### src/rtl/oam_dma_arbiter.sv
// oam_dma_arbiter: OAM DMA engine that shares the single sram port with the CPU.
// Optional feature macro DMA_CPU_STALL_EN: blocked CPU accesses stall instead of being dropped.
module oam_dma_arbiter #(
    parameter int          DMA_LEN      = 160,
    parameter logic [15:0] DMA_DST_BASE = 16'hFE00,
    parameter logic [15:0] DMA_REG_ADDR = 16'hFF46,
    parameter int          START_DELAY  = 1
) (
    input  logic        clk,
    input  logic        rst,
    input  logic [15:0] cpu_addr,
    input  logic        cpu_re,
    input  logic        cpu_we,
    input  logic [7:0]  cpu_wdata,
    output logic [7:0]  cpu_rdata,
    output logic        cpu_stall,
    output logic [15:0] mem_addr,
    output logic        mem_re,
    output logic        mem_we,
    output logic [7:0]  mem_wdata,
    input  logic [7:0]  mem_rdata,
    output logic        dma_active
);
    typedef enum logic [1:0] {IDLE, START, READ, WRITE} state_t;
    state_t state, state_nx;
    logic [7:0] page, idx, idx_nx, latch;
    logic [1:0] cnt, cnt_nx;
    logic reg_hit, reg_wr, hram, cpu_win, dma_own;

    assign reg_hit = cpu_addr == DMA_REG_ADDR;
    assign reg_wr = reg_hit && cpu_we;
    assign hram = cpu_addr >= 16'hFF80 && cpu_addr <= 16'hFFFE;
    assign cpu_win = (cpu_re || cpu_we) && (hram || reg_hit);
    // Reset gates DMA off the port in the same cycle so an aborted copy issues no further writes
    assign dma_own = (state == READ || state == WRITE) && !cpu_win && !rst;
    assign dma_active = state != IDLE;

    // Sequencing: any register write restarts, START counts the delay, then READ/WRITE alternate
    always_comb begin
        state_nx = state;
        idx_nx = idx;
        cnt_nx = cnt;
        if (reg_wr) begin
            state_nx = (START_DELAY > 0) ? START : READ;
            idx_nx = '0;
            cnt_nx = '0;
        end else if (state == START) begin
            cnt_nx = cnt + 2'd1;
            if (cnt == 2'(START_DELAY - 1)) state_nx = READ;
        end else if (dma_own) begin
            if (state == READ) state_nx = WRITE;
            else if (idx == 8'(DMA_LEN - 1)) state_nx = IDLE;
            else begin
                idx_nx = idx + 8'd1;
                state_nx = READ;
            end
        end
    end

    // State register; the byte latch loads only on a read cycle the DMA actually owns
    always_ff @(posedge clk) begin
        if (rst) begin
            state <= IDLE;
            page <= 8'h00;
            idx <= 8'h00;
            cnt <= 2'd0;
            latch <= 8'h00;
        end else begin
            state <= state_nx;
            idx <= idx_nx;
            cnt <= cnt_nx;
            if (reg_wr) page <= cpu_wdata;
            if (dma_own && state == READ) latch <= mem_rdata;
        end
    end

    // Port mux: CPU pass-through unless the DMA owns this cycle; register accesses never reach sram
    always_comb begin
        mem_addr = cpu_addr;
        mem_re = cpu_re && !reg_hit;
        mem_we = cpu_we && !reg_hit;
        mem_wdata = cpu_wdata;
        cpu_rdata = reg_hit ? page : mem_rdata;
        cpu_stall = 1'b0;
        if (dma_own) begin
            mem_addr = (state == READ) ? {page, idx} : {DMA_DST_BASE[15:8], DMA_DST_BASE[7:0] + idx};
            mem_re = state == READ;
            mem_we = state == WRITE;
            mem_wdata = latch;
            cpu_rdata = 8'hFF;
`ifdef DMA_CPU_STALL_EN
            cpu_stall = cpu_re || cpu_we;
`endif
        end
    end
endmodule

### config.mk
export PLATFORM = sky130hd
export DESIGN_NAME = oam_dma_arbiter
export DESIGN_NICKNAME = d
export VERILOG_FILES = /design/src/rtl/oam_dma_arbiter.sv
export SDC_FILE = /design/constraint.sdc
export NUM_CORES = 1
export LEC_CHECK = 0
export CORE_MARGIN = 2
export CORE_UTILIZATION = 40
export CTS_CLUSTER_SIZE = 10
export DETAILED_ROUTE_END_ITERATION = 8
export PLACE_DENSITY_LB_ADDON = 0.15
export SLEW_MARGIN = 20
export SYNTH_ARGS = -nofsm -noshare
export SYNTH_HDL_FRONTEND = slang
export SYNTH_SLANG_ARGS = --single-unit
### constraint.sdc
create_clock -name clk -period 5 [get_ports clk]
set_clock_uncertainty 0.2 [all_clocks]
set_input_delay 1.25 -clock clk [delete_from_list [all_inputs] [get_ports clk]]
set_output_delay 1.25 -clock clk [all_outputs]
set_load 0.05 [all_outputs]
== Yosys cells after proc, flatten, opt, wreduce, memory -nomap -nowiden ==
Cells that the tools add are included.
Operators by class
  $add $sub $neg: 2
  bitwise logic cells: 3
  reductions and logical operators: 22
  order comparisons: 2
  mux-type cells: 13
  eq/ne operators: 7
Operators by type and width (count)
  $mux W16: 2
  $mux W8: 3
  $eq A16 B16 Y1 const B: 1
  $ge A16 B16 Y1 const B: 1
  $le A16 B16 Y1 const B: 1
  $mux W2: 5
  $add A8 B1 Y8 const B: 1
  $eq A8 B8 Y1 const B: 1
  $logic_and A1 B1 Y1: 8
  $eq A2 B2 Y1 const B: 2
  $reduce_and A2 Y1: 2
  $reduce_and A4 Y1: 1
  $reduce_bool A2 Y1: 2
  $logic_not A1 Y1: 3
  $logic_or A1 B1 Y1: 3
  $mux W1: 3
  $ne A3 B2 Y1 const B: 1
  $not A1 Y1: 3
  $reduce_bool A3 Y1: 1
  $add A2 B1 Y2 const B: 1
  $eq A2 B1 Y1 const B: 1
  $logic_not A2 Y1: 1
  $ne A2 B1 Y1 const B: 1
  $reduce_or A2 Y1: 1
Word-level totals
  input port bits: 36
  output and inout port bits: 36
  flip-flop bits (word level): 28
  logic and storage cells: 55

== Longest topological paths before layout ==
  word-level depth: 10
  mapped depth: 8
  gate-level depth less buffers: 6

== Worst setup path before layout ==
Ideal clock, no wire load.
  path kind: input -> output
  start point: input cpu_addr[3]
  end point: output mem_addr[10]
  buffers on the path: 2
  stages: 7
  data arrival time: 3012 ps
  path slack: 538 ps
  cell sequence: or3_4 o21ai_2 a31o_1 buf_2 buf_2 nor3_1 nor2_1
Between the ends
  word-level cells in the longest chain between the ends: 8
  elaborated cells between the ends (all ways): 10
Ends and longest elaborated chain
  start: declaration: line 11  | input logic [15:0] cpu_addr,
  $ge A16 B16 Y1 / $le A16 B16 Y1 (equally long branches): line 32  | assign hram = cpu_addr >= 16'hFF80 && cpu_addr <= 16'hFFFE;
  $logic_and A1 B1 Y1: line 32
  $logic_or A1 B1 Y1 (*): line 33  | assign cpu_win = (cpu_re || cpu_we) && (hram || reg_hit);
  $logic_and A1 B1 Y1 (*): line 33
  $logic_not A1 Y1 (*): line 35  | assign dma_own = (state == READ || state == WRITE) && !cpu_win && !rst;
  $logic_and A1 B1 Y1 (*) (2 in a row): line 35
  $mux W16 (*): line 85  | if (dma_own) begin
  end: declaration: line 17  | output logic [15:0] mem_addr,
Every way passes the cells marked *; elsewhere a longest branch is shown, timed or not.

== Worst setup path in the final report ==
  start point: input cpu_addr[3]
  end point: output mem_re
Between the ends
  word-level cells in the longest chain between the ends: 8
  elaborated cells between the ends (all ways): 12
Ends and longest elaborated chain
  $ge A16 B16 Y1 / $le A16 B16 Y1 (equally long branches): line 32
  $logic_and A1 B1 Y1: line 32
  $logic_or A1 B1 Y1: line 33
  $logic_and A1 B1 Y1: line 33
  $logic_not A1 Y1: line 35
  $logic_and A1 B1 Y1 (2 in a row): line 35
  $mux W1 (*): line 85
  end: declaration: line 18  | output logic mem_re,
Marked as above.

==> metrics.cfg <==
[yosys]
netlist_area_sq_mm=0.00179
synth_seq_area_share=0.314
synth_fp_nets=309
syn_inst=271
ys_ff_latch=28
synth_cell_type_count=38
async_flop_share=0
synth_warnings=0
syn_avg_cell_area_sq_um=6.59
synth-edff-count=0
synthFlopType=dfxtp_1

[timing]
rsz0062_at_grt=no
tns_ns=0
hold_viol=0
final-setup-viol-count=0
post-route-min-period_ns=4.68
worst_pin_slew_ns=0.594
min_period_over_period=0.935
fmax_mhz=214
setup_ws_ns=0.323
drv_slew=0
slew_headroom=0.600

[cells_and_area]
layout-drive-gt1-share=0.163
n_antenna_cell=0
nNetsFinal=377
syn_to_final_growth_pct=58.9
stdcell_count=390

[global_routing]
antenna_found_initial=0
gr-usage-met1=0.270
overflow=0
use_met3=0.0684
grt_pass1_wl_mm=8.78
met2_usage=0.349
busiest_layer=met2
grt_max_degree=36
grt_pass1_vias=1907
track_usage=0.212

[clock_network]
cts_max_level=1
ctsResizeCount=0
clk_pin_slew_ns=0.09
numCtsBuffers=3
clock_latency_ns=0.27
clock-sinks=28
clock_path_buffers=2
cts_hold_buffers=0
cts_root_buffer=clkbuf_8
cts_setup_buffers=0
cts_tree=built

[place]
dpl.hpwl_mm=3.99
globalplace.congestion=0.821
dp_cells=386
io_buffers=70
preCtsSetupSlack_ns=0.326

[routing]
wirelength_mm=5.29
drc=0
dr.pass1.iters=4
dr_total_vias=2077
ant_nets=0
wl_per_cell_um=13.6
drtIter0Drc=158
vias_per_cell=5.33

[worst_setup_path]
crit_path_max_incr_delay_ns=0.44
crit_chain=clkdlybuf4s50_1 > or3_4 > nor4_4 > nand2_1 > a31o_1 > buf_12
critPathMaxFanout=10
cpMaxStageDelayCell=clkdlybuf4s50_1
arrival_ns=3.23
cp-start-kind=primary input
end_kind=output pin
critical_path_required_ns=3.55
path_class=primary input to output pin
reg2reg_slack_ns=2.92

[die]
die_w_um=70.8
ios=72
initial_core_util=0.413
core.rowCount=24
core_sq_mm=0.00432
dieArea_sq_mm=0.00501
die_y_um=70.8

[worst_hold_path]
min_path_type=flop to flop

[power_and_ir_drop]
leakage_uw=0.00116
pwr_density_cell_mw_per_mm2=190
ir_drop_mv=0.208

[status]
outcome=finished, final reports clean

[run]
drv_cap=0

flip-flops by register name, summed over array words and instances (netlist names):
register and cells:
latch 8, cnt 2, idx 8, state 2
page 8
layer usage:
metal,part of all wire,up-vias,wire length (um)
met3,0.077,8,409
met4,0.018,0,93
li1,-,1057,-
met5,0,-,0
met2,0.48,72,2520
met1,0.43,940,2260
worst max-delay path: cells and delay by family:
kind / cells / cell delay, ns
AND/OR/NAND/NOR: 3 / 1.03
buffers and inverters: 2 / 0.59
AO/OA/AOI/OAI: 1 / 0.34
cells in the final DEF, fill, tap and decap left out, types with 5 or more instances in the layout:
cell,count
nand2_1,89
o21ai_0,7
nand4_1,5
dfxtp_1,28
nor3_1,9
nand3_1,25
clkdlybuf4s50_1,36
buf_12,27
nor2_1,20
inv_1,5
a21oi_1,24
o21ai_1,7
buf_4,17
cells in the mapped netlist (all sizes together), types with 2 or more instances:
library cell	instances	area share
a31o	2	0.0098
clkbuf	6	0.013
buf	11	0.041
nand3	26	0.076
nor4	2	0.015
o21ai	15	0.044
a311oi	2	0.0098
mux2i	3	0.017
inv	5	0.011
dfxtp	28	0.31
nand2	89	0.19
or3	4	0.017
a31oi	2	0.011
ha	2	0.014
o31ai	2	0.0084
or4	2	0.0084
nor3	9	0.025
a21oi	24	0.067
nor2	20	0.042
and2	2	0.0070
nand4	5	0.018
nand2b	2	0.0070
stage by stage:
| stage | area (sq um) | total power, uW | hold WS, ns | util |
|---|---|---|---|---|
| floorplan | 1790 | 306 | 0.245 | - |
| global placement | 2780 | 405 | 0.257 | 0.644 |
| detailed placement | 2780 | 405 | 0.265 | 0.644 |
| CTS | 2840 | 545 | 0.279 | 0.656 |
| global route | 2840 | 562 | 0.302 | 0.656 |
| finish | 2840 | 541 | 0.277 | 0.656 |
kinds of logic after synthesis:
| kind of cell | synth area share |
|---|---|
| flip-flops | 0.314 |
| multiplexers | 0.0231 |
| other | 0.00210 |
| adder cells (fa/ha/maj) | 0.0140 |
| AO/OA/AOI/OAI | 0.164 |
| XOR/XNOR | 0.00491 |
| buffers and inverters | 0.0645 |
| AND/OR/NAND/NOR | 0.413 |
final cells by class:
cell class	count	area, sq um
sequential	28	561
tap	52	65.1
inverter	5	18.8
clock buffer	4	55.1
fill	395	1490
timing repair buffer	80	1030
multi-input combinational	221	1110
final timing paths:
check / from / endpoint / cells after the start
min reg2reg: page[6] / page[6] / 2
min: page[6] / page[6] / 2
max: cpu_addr[3] / mem_re / 6
max reg2reg: idx[0] / idx[4] / 6
report_power, final:
| group | switching [uW] | total, uW | leakage, uW | internal [uW] |
|---|---|---|---|---|
| clock network | 70.6 | 141 | 0.0000288 | 70.5 |
| registers | 0.00200 | 223 | 0.000225 | 223 |
| logic | 94.4 | 177 | 0.000904 | 82.2 |
Note: power is estimated with default switching activity, not from simulation.
